$ cat src/rtl/instr_fetch_unit_pkg.sv
// Shared control-word layout, PC-source encodings, instruction field slices and opcodes
// used by the fetch unit and the controller FSM.
package instr_fetch_unit_pkg;

  localparam int CTRL_W = 16;

  localparam int CB_PCWRITECOND = 15;
  localparam int CB_PCWRITE     = 14;
  localparam int CB_IORD        = 13;
  localparam int CB_MEMREAD     = 12;
  localparam int CB_MEMWRITE    = 11;
  localparam int CB_MEMTOREG    = 10;
  localparam int CB_IRWRITE     = 9;
  localparam int CB_PCSRC_HI    = 8;
  localparam int CB_PCSRC_LO    = 7;
  localparam int CB_ALUOP_HI    = 6;
  localparam int CB_ALUOP_LO    = 5;
  localparam int CB_ALUSRCB_HI  = 4;
  localparam int CB_ALUSRCB_LO  = 3;
  localparam int CB_ALUSRCA     = 2;
  localparam int CB_REGWRITE    = 1;
  localparam int CB_REGDST      = 0;

  // Field order mirrors the bit positions above, MSB first.
  typedef struct packed {
    logic       pc_write_cond;
    logic       pc_write;
    logic       iord;
    logic       mem_read;
    logic       mem_write;
    logic       memto_reg;
    logic       ir_write;
    logic [1:0] pc_source;
    logic [1:0] alu_op;
    logic [1:0] alu_src_b;
    logic       alu_src_a;
    logic       reg_write;
    logic       reg_dst;
  } ctrl_t;

  typedef enum logic [1:0] {
    PCSRC_ALU     = 2'b00,
    PCSRC_ALUOUT  = 2'b01,
    PCSRC_JUMP    = 2'b10,
    PCSRC_ILLEGAL = 2'b11
  } pcsrc_e;

  localparam int OPC_HI   = 31;
  localparam int OPC_LO   = 26;
  localparam int R1_HI    = 25;
  localparam int R1_LO    = 21;
  localparam int R2_HI    = 20;
  localparam int R2_LO    = 16;
  localparam int R3_HI    = 15;
  localparam int R3_LO    = 11;
  localparam int IMM_HI   = 15;
  localparam int IMM_LO   = 0;
  localparam int IMM_W    = 16;
  localparam int JADDR_HI = 25;

  localparam logic [5:0] OP_NOOP = 6'b000000;
  localparam logic [5:0] OP_JUMP = 6'b000001;

  function automatic ctrl_t to_ctrl(input logic [CTRL_W-1:0] w);
    return ctrl_t'(w);
  endfunction

endpackage

$ cat src/rtl/instr_fetch_unit_if.sv
// Datapath-side bundle of the fetch unit: control word and ALU/memory inputs in,
// address, architectural registers and decoded instruction fields out.
interface instr_fetch_unit_if
  import instr_fetch_unit_pkg::*;
#(
  parameter int DATA_W = 32
) ();

  logic [CTRL_W-1:0] ctrl;
  logic [DATA_W-1:0] alu_result;
  logic              alu_zero;
  logic [DATA_W-1:0] mem_rdata;

  logic [DATA_W-1:0] mem_addr;
  logic [DATA_W-1:0] pc;
  logic [DATA_W-1:0] ir;
  logic [5:0]        opcode;
  logic [4:0]        r1_idx;
  logic [4:0]        r2_idx;
  logic [4:0]        r3_idx;
  logic [DATA_W-1:0] imm_se;
  logic [DATA_W-1:0] imm_ze;
  logic [DATA_W-1:0] mdr;
  logic [DATA_W-1:0] alu_out;
  logic [31:0]       instr_count;
  logic              pcsrc_err;

  modport master (
    output ctrl, alu_result, alu_zero, mem_rdata,
    input  mem_addr, pc, ir, opcode, r1_idx, r2_idx, r3_idx,
           imm_se, imm_ze, mdr, alu_out, instr_count, pcsrc_err
  );

  modport slave (
    input  ctrl, alu_result, alu_zero, mem_rdata,
    output mem_addr, pc, ir, opcode, r1_idx, r2_idx, r3_idx,
           imm_se, imm_ze, mdr, alu_out, instr_count, pcsrc_err
  );

endinterface

$ cat src/rtl/instr_fetch_unit_en_reg.sv
// Generic W-bit register with synchronous active-high reset to RST_VAL and a load enable.
module instr_fetch_unit_en_reg #(
  parameter int           W       = 32,
  parameter logic [W-1:0] RST_VAL = '0
) (
  input  logic         clk,
  input  logic         reset,
  input  logic         en_i,
  input  logic [W-1:0] d_i,
  output logic [W-1:0] q_o
);

  always_ff @(posedge clk) begin
    if (reset) begin
      q_o <= RST_VAL;
    end else if (en_i) begin
      q_o <= d_i;
    end
  end

endmodule

$ cat src/rtl/instr_fetch_unit.sv
// Multicycle fetch datapath: PC, IR, MDR and ALUOut registers, next-PC selection for
// fetch/branch/jump, memory address mux and instruction field decode.
module instr_fetch_unit
  import instr_fetch_unit_pkg::*;
#(
  parameter int                DATA_W   = 32,
  parameter logic [DATA_W-1:0] PC_RESET = '0
) (
  input logic               clk,
  input logic               reset,
  instr_fetch_unit_if.slave bus
);

  ctrl_t             c;
  pcsrc_e            pc_src;
  logic              pc_we;
  logic              pc_en;
  logic [DATA_W-1:0] pc_d;
  logic [DATA_W-1:0] pc_q;
  logic [DATA_W-1:0] ir_q;
  logic [31:0]       instr_count_d;
  logic [31:0]       instr_count_q;
  logic [DATA_W-1:0] mdr_q;
  logic [DATA_W-1:0] alu_out_q;
  logic              pcsrc_err_d;
  logic              pcsrc_err_q;

  assign c      = to_ctrl(bus.ctrl);
  assign pc_src = pcsrc_e'(c.pc_source);

  // BNE semantics: conditional write fires when the compare did NOT produce zero.
  assign pc_we = c.pc_write | (c.pc_write_cond & ~bus.alu_zero);

  always_comb begin
    pc_d        = pc_q;
    pc_en       = 1'b0;
    pcsrc_err_d = pcsrc_err_q;
    if (pc_we) begin
      case (pc_src)
        PCSRC_ALU: begin
          pc_d  = bus.alu_result;
          pc_en = 1'b1;
        end
        PCSRC_ALUOUT: begin
          pc_d  = alu_out_q;
          pc_en = 1'b1;
        end
        PCSRC_JUMP: begin
          pc_d  = {pc_q[DATA_W-1:JADDR_HI+1], ir_q[JADDR_HI:0]};
          pc_en = 1'b1;
        end
        default: pcsrc_err_d = 1'b1;
      endcase
    end
  end

  assign instr_count_d = instr_count_q + 32'd1;

  instr_fetch_unit_en_reg #(.W(DATA_W), .RST_VAL(PC_RESET)) u_pc_reg (
    .clk   (clk),
    .reset (reset),
    .en_i  (pc_en),
    .d_i   (pc_d),
    .q_o   (pc_q)
  );

  instr_fetch_unit_en_reg #(.W(DATA_W), .RST_VAL('0)) u_ir_reg (
    .clk   (clk),
    .reset (reset),
    .en_i  (c.ir_write),
    .d_i   (bus.mem_rdata),
    .q_o   (ir_q)
  );

  instr_fetch_unit_en_reg #(.W(32), .RST_VAL(32'd0)) u_icount_reg (
    .clk   (clk),
    .reset (reset),
    .en_i  (c.ir_write),
    .d_i   (instr_count_d),
    .q_o   (instr_count_q)
  );

  // ALUOut must capture every cycle so the decode-cycle branch target survives one cycle.
  always_ff @(posedge clk) begin
    if (reset) begin
      mdr_q       <= '0;
      alu_out_q   <= '0;
      pcsrc_err_q <= 1'b0;
    end else begin
      mdr_q       <= bus.mem_rdata;
      alu_out_q   <= bus.alu_result;
      pcsrc_err_q <= pcsrc_err_d;
    end
  end

  assign bus.mem_addr    = c.iord ? alu_out_q : pc_q;
  assign bus.pc          = pc_q;
  assign bus.ir          = ir_q;
  assign bus.opcode      = ir_q[OPC_HI:OPC_LO];
  assign bus.r1_idx      = ir_q[R1_HI:R1_LO];
  assign bus.r2_idx      = ir_q[R2_HI:R2_LO];
  assign bus.r3_idx      = ir_q[R3_HI:R3_LO];
  assign bus.imm_se      = {{(DATA_W-IMM_W){ir_q[IMM_HI]}}, ir_q[IMM_HI:IMM_LO]};
  assign bus.imm_ze      = {{(DATA_W-IMM_W){1'b0}}, ir_q[IMM_HI:IMM_LO]};
  assign bus.mdr         = mdr_q;
  assign bus.alu_out     = alu_out_q;
  assign bus.instr_count = instr_count_q;
  assign bus.pcsrc_err   = pcsrc_err_q;

  logic unused_ctrl;
  assign unused_ctrl = ^{c.mem_read, c.mem_write, c.memto_reg, c.alu_op,
                         c.alu_src_b, c.alu_src_a, c.reg_write, c.reg_dst};

endmodule

$ cat src/flat_wrapper.sv
// flat-port wrapper written by rule: the top's interface ports become plain ports
module instr_fetch_unit_flat import instr_fetch_unit_pkg::*;
#(
  parameter int                DATA_W   = 32,
  parameter logic [DATA_W-1:0] PC_RESET = '0
)
  (clk, reset, bus_ctrl, bus_alu_result, bus_alu_zero, bus_mem_rdata, bus_mem_addr, bus_pc, bus_ir, bus_opcode, bus_r1_idx, bus_r2_idx, bus_r3_idx, bus_imm_se, bus_imm_ze, bus_mdr, bus_alu_out, bus_instr_count, bus_pcsrc_err);
  instr_fetch_unit_if #(.DATA_W(DATA_W)) bus_i ();
  input logic clk;
  input logic reset;
  input wire logic [$bits(bus_i.ctrl)-1:0] bus_ctrl;
  input wire logic [$bits(bus_i.alu_result)-1:0] bus_alu_result;
  input wire logic [$bits(bus_i.alu_zero)-1:0] bus_alu_zero;
  input wire logic [$bits(bus_i.mem_rdata)-1:0] bus_mem_rdata;
  output wire logic [$bits(bus_i.mem_addr)-1:0] bus_mem_addr;
  output wire logic [$bits(bus_i.pc)-1:0] bus_pc;
  output wire logic [$bits(bus_i.ir)-1:0] bus_ir;
  output wire logic [$bits(bus_i.opcode)-1:0] bus_opcode;
  output wire logic [$bits(bus_i.r1_idx)-1:0] bus_r1_idx;
  output wire logic [$bits(bus_i.r2_idx)-1:0] bus_r2_idx;
  output wire logic [$bits(bus_i.r3_idx)-1:0] bus_r3_idx;
  output wire logic [$bits(bus_i.imm_se)-1:0] bus_imm_se;
  output wire logic [$bits(bus_i.imm_ze)-1:0] bus_imm_ze;
  output wire logic [$bits(bus_i.mdr)-1:0] bus_mdr;
  output wire logic [$bits(bus_i.alu_out)-1:0] bus_alu_out;
  output wire logic [$bits(bus_i.instr_count)-1:0] bus_instr_count;
  output wire logic [$bits(bus_i.pcsrc_err)-1:0] bus_pcsrc_err;
  assign bus_i.ctrl = bus_ctrl;
  assign bus_i.alu_result = bus_alu_result;
  assign bus_i.alu_zero = bus_alu_zero;
  assign bus_i.mem_rdata = bus_mem_rdata;
  assign bus_mem_addr = bus_i.mem_addr;
  assign bus_pc = bus_i.pc;
  assign bus_ir = bus_i.ir;
  assign bus_opcode = bus_i.opcode;
  assign bus_r1_idx = bus_i.r1_idx;
  assign bus_r2_idx = bus_i.r2_idx;
  assign bus_r3_idx = bus_i.r3_idx;
  assign bus_imm_se = bus_i.imm_se;
  assign bus_imm_ze = bus_i.imm_ze;
  assign bus_mdr = bus_i.mdr;
  assign bus_alu_out = bus_i.alu_out;
  assign bus_instr_count = bus_i.instr_count;
  assign bus_pcsrc_err = bus_i.pcsrc_err;
  instr_fetch_unit #(.DATA_W(DATA_W), .PC_RESET(PC_RESET)) u_core (.clk(clk), .reset(reset), .bus(bus_i));
endmodule
$ cat config.mk
export PLATFORM = sky130hd
export DESIGN_NAME = instr_fetch_unit_flat
export DESIGN_NICKNAME = d
export VERILOG_FILES = /design/src/rtl/instr_fetch_unit_pkg.sv /design/src/rtl/instr_fetch_unit_if.sv /design/src/rtl/instr_fetch_unit_en_reg.sv /design/src/rtl/instr_fetch_unit.sv /design/src/flat_wrapper.sv
export SDC_FILE = /design/constraint.sdc
export NUM_CORES = 1
export LEC_CHECK = 0
export CAP_MARGIN = 20
export CORE_ASPECT_RATIO = 1.25
export CORE_MARGIN = 2
export CORE_UTILIZATION = 36
export DETAILED_ROUTE_END_ITERATION = 12
export PLACE_DENSITY = 0.77
export SETUP_SLACK_MARGIN = 0.05
export SLEW_MARGIN = 0
export SYNTH_ARGS = -nofsm -noshare
export SYNTH_HDL_FRONTEND = slang
export SYNTH_SLANG_ARGS = --single-unit
$ cat constraint.sdc
create_clock -name clk -period 2.1 [get_ports clk]
set_input_delay 0.42 -clock clk [delete_from_list [all_inputs] [get_ports clk]]
set_output_delay 0.42 -clock clk [all_outputs]
set_load 0.05 [all_outputs]
# After elaboration in Yosys (flattened, before gate mapping)
# Index checks and enable logic that the tools add are counted.
word_totals:
  word_cells: 26
  out_inout_bits: 278
  ff_bits: 161
op_classes:
  eq_ne: 2
  addsub: 1
  n_reduce_logical: 7
  n_bitwise: 5
  n_mux: 4
ops:
  columns: ["op", "count"]
  rows:
  - ["$pmux W32 S3", 1]
  - ["$add A32 B1 Y32 const B", 1]
  - ["$mux W32", 1]
  - ["$reduce_and A4 Y1", 1]
  - ["$not A1 Y1", 3]
  - ["$reduce_and A3 Y1", 1]
  - ["$reduce_bool A3 Y1", 1]
  - ["$reduce_or A3 Y1", 1]
  - ["$eq A2 B1 Y1 const B", 1]
  - ["$eq A2 B2 Y1 const B", 1]
  - ["$logic_not A2 Y1", 1]
  - ["$mux W1", 2]
  - ["$reduce_and A2 Y1", 1]
  - ["$reduce_bool A2 Y1", 1]
  - ["$and A1 B1 Y1", 1]
  - ["$or A1 B1 Y1", 1]

# Longest topological paths before layout
logic_depth:
  word_depth: 5
  depth_mapped: 8
  depth_no_buf: 6

# By module
# From an unflattened synthesis, not the netlist that was laid out.
hier_totals:
  hier_cells: 840
  hier_area_um2: 7873.8
modules_own_cells:
  columns: ["mod", "cells_each", "seq_area_each_um2", "area_per_inst_um2", "instances"]
  rows:
  - ["instr_fetch_unit", 531, 1301.2, 4383.0, 1]
  - ["instr_fetch_unit_en_reg", 103, 640.6, 1163.6, 3]

# Worst setup path before layout
# OpenSTA, ideal clock, no wires.
synth_path:
  kind: "register -> register"
  startpoint: "register u_core.u_icount_reg.q_o[8]"
  endpoint: "register u_core.u_icount_reg.q_o[31]"
  stages_incl_launch_ff: 6
  setup_time_ns: 0.121
  path_slack_ns: -0.200
  arrival_ns: 2.180
  synth_period_minus_slack_ns: 2.300
  required_ns: 1.979
  cell_sequence: "dfxtp_1 -> nand4_2 -> or4_4 -> buf_4 -> nor4_2 -> mux2_2"
synth_between:
  elab_chain_len: 1
synth_rtl:
  columns: ["element", "line_no", "rtl"]
  rows:
  - ["start, declared", "instr_fetch_unit_en_reg.sv:10", "output logic [W-1:0] q_o"]
  - ["start signal, assigned", "instr_fetch_unit_en_reg.sv:17", "q_o <= d_i;"]
  - ["$add A32 B1 Y32", "instr_fetch_unit.sv:57", "assign instr_count_d = instr_count_q + 32'd1;"]
# No other way between the ends.
# A chain may end at the register's enable or synchronous reset.

# Worst setup path after layout
layout_path:
  startpoint: "register u_core.alu_out_q[28], in the netlist u_core.bus.alu_out[28]"
  endpoint: "output port bus_alu_out[28]"
layout_rtl:
  columns: ["element", "line_no", "rtl"]
  rows:
  - ["start, declared", "instr_fetch_unit.sv:24", "logic [DATA_W-1:0] alu_out_q;"]
  - ["start signal, assigned", "instr_fetch_unit.sv:91", "alu_out_q <= bus.alu_result;"]
  - ["end, declared", "flat_wrapper.sv:25", "output wire logic [$bits(bus_i.alu_out)-1:0] bus_alu_out;"]
# No word-level cell between the ends.

==> results.toml <==
[worst_setup_path]
cpPeakStageDelay_ns = 0.82
reg2reg_from = "u_core.u_icount_reg.q_o[8]"
crit_buf_inv = 1
path_class = "reg -> out"
arrival_ns = 1.59
path_delay_family = "buffers and inverters"
critPathSlowestCell = "clkdlybuf4s50_1"
worstPathMaxFanout = 3
worstPathCellList = "clkdlybuf4s50_1"
cp-startpoint = "u_core.bus.alu_out[28]"
start_kind = "flip-flop"
end_kind = "output pin"
cp.required_ns = 1.68

[pwr]
power_density_nw_per_um2 = 801
fin_total_pwr_w = 0.00879
cellLeakagePower_nw = 5.31
vdd_drop_max_uv = 483

[logic_synthesis]
yosysWarnings = 0
avgSynthCellArea_um2 = 9.30
ys_ff_latch = 161
synthFlopType = "dfxtp_1"
yosysSeqAreaShare_pct = 45.7
synth.largest_area_cell = "dfxtp_1"
ys_top_cells_by_area = "dfxtp_1, buf_4, nor2b_1"
synth_cell_type_count = 39
syn_area_um2 = 7060
syn_inst = 759
async_flop_share_pct = 0
synth_top_area_share_pct = 45.7
synth_edf_count = 0

[timing]
skew_ns = 0.00958
timing.fmax_ghz = 0.499
worst_pin_slew_ns = 0.553
rsz0062_at_grt = "false"
final.min_clock_period_ns = 2.01
hold_viol = 0
worst_hold_slack_ns = 0.440
fin_crit_sh_pct = 95.5
setup-violations-final = 0
slew_headroom_pct = 63.1
drv_slew = 0

[detailed_routing]
dr.first_iter.drc_count = 263
vias = 6304
final_antenna_net_count = 0
drt_wl_total_um = 21600
dr.pass1.iters = 4
drc = 0
routedWlPerCell_um = 16.6
viasPerCell = 4.84

[finish]
nets = 1112
drive_gt1_share_pct = 17.6
diodes = 0
area_delta_synth_final_pct = 55.5

[global_route]
grt_pass1_vias = 6209
grt_pass1_wl_um = 33400
grt_start_max_net_pins = 53
grt_usage_pct = 20.5
overflow = 0
antenna_found_initial = 1

[cts]
cts_sinks = 161
h-tree-depth = 4
cts_max_path_buffers = 2
cts_tree = "yes"
clkSlewWorstSetupHoldPaths_ns = 0.07
cts_setup_buffers = 0
cts_buffers = 17
insertion_delay_ns = 0.42
cts_root_buf = "clkbuf_16"

[floorplanning]
die_h_um = 161
io_pins = 361
initial_core_util_pct = 36.5
die_x_um = 129
fp-row-count = 57
die-area_um2 = 20800
core-area_um2 = 19300

[worst_hold_path]
worstHoldStart = "reset"
min_path_type = "in -> reg"

[place]
finalWeightedCongestion = 0.781
dp_hpwl_um = 15800
port_buffers = 334

[flow_run]
maxCapViolCount = 0

[status]
status = "complete, no violations"
[Yosys cell counts, types with 7 or more instances]
library cell	count
dfxtp_1	161
buf_4	86
nor2b_1	65
nand2_1	60
nor2_1	55
a21oi_1	46
clkbuf_1	37
mux2_2	33
mux2i_1	33
a22oi_1	26
o211ai_1	26
nand3_1	18
buf_1	10
o31ai_1	10
or4_1	10
nand4_1	8
inv_1	7
nand2b_1	7
o21ai_0	7
or3_1	7
[timing repair]
action,4_1_cts,5_1_grt
gates resized for setup,117,38
setup endpoints to repair,119,39
hold buffers,0,0
[path summary, 6_finish.rpt]
kind                                 end  cells after the start  slack, ns
min reg2reg      u_core.u_pc_reg.q_o[12]                      2       0.47
max                      bus_alu_out[28]                      1       0.09
min          u_core.u_icount_reg.q_o[10]                      2       0.44
max reg2reg  u_core.u_icount_reg.q_o[21]                      4       0.23
[cells by family (layout without fill, tap and decap cells)]
logic type / Yosys count / count (layout) / share of synthesized area, %
simple gates: 249 / 249 / 18.4
flops: 161 / 161 / 45.7
mux: 66 / 66 / 9.94
other cells: 1 / 16 / 0.0531
compound gates: 124 / 124 / 11.4
fa+ha+maj: 5 / 5 / 0.886
buf+inv: 141 / 404 / 12.1
xor+xnor: 12 / 12 / 1.49
[metrics by stage]
step	setup TNS [ns]	cell area, um2	util, %	worst slack, ns	cells
global placement	-0.00542	10400	54.0	-0.00519	1270
finish	0	11000	56.8	0.0949	1302
global route	0	11000	56.8	0.0488	1302
floorplan	0	7130	-	0.0402	774
CTS	0	10900	56.3	0.0501	1302
detailed placement	-0.479	10400	54.0	-0.117	1270
[registers in the layout, summed over array words and instances, names as in the netlist]
register	cells
u_core.u_ir_reg.q_o	32
u_core.u_icount_reg.q_o	32
u_core.bus.pcsrc_err	1
u_core.bus.mdr	32
u_core.u_pc_reg.q_o	32
u_core.bus.alu_out	32
[cell type report]
cell class	count	area (um2)
Fill cell	1739	8350
Timing Repair Buffer	365	3720
Sequential cell	161	3240
Multi-Input combinational cell	472	3060
Clock buffer	20	457
Tap cell	265	332
Clock inverter	12	146
Inverter	7	26.3
[where the power goes]
part	total [W]	leakage, nW	internal, W	switching (W)
Combinational	0.00230	3.69	0.000768	0.00153
Sequential	0.00333	1.33	0.00321	0.000124
Clock	0.00316	0.286	0.00184	0.00131
Total	0.00879	5.31	0.00582	0.00297
[layout by cell type (no fill, tap or decap), types with 3 or more instances in the layout]
cell	count
xnor2_1	6
inv_1	7
inv_6	4
nand2_1	60
buf_12	29
dfxtp_1	148
a22oi_1	26
or4_1	10
conb_1	16
o31ai_1	10
nand4_1	8
and4_1	5
nor2_1	55
dlymetal6s2s_1	38
o211ai_1	26
dlygate4sd2_1	117
or3_1	7
nand3_1	18
xor2_1	6
clkbuf_16	17
mux2_2	33
mux2i_1	33
a311oi_1	6
nand2b_1	7
and3_1	3
buf_4	66
nor3_1	4
o21ai_0	7
clkdlybuf4s50_1	113
nor2b_1	65
ha_1	3
clkinvlp_4	3
dfxtp_2	13
a21oi_1	45
[metal layers]
| metal | routed length [um] | GRT usage (%) | part of all wire, % | vias to the layer above |
|---|---|---|---|---|
| met1 | 8070 | 21.9 | 37 | 2978 |
| li1 | - | - | - | 3046 |
| met2 | 11300 | 37.5 | 52 | 245 |
| met5 | 13 | 0 | 0.060 | - |
| met4 | 416 | 5.98 | 1.9 | 2 |
| met3 | 1860 | 7.26 | 8.6 | 33 |
(Power assumes the default switching activity.)
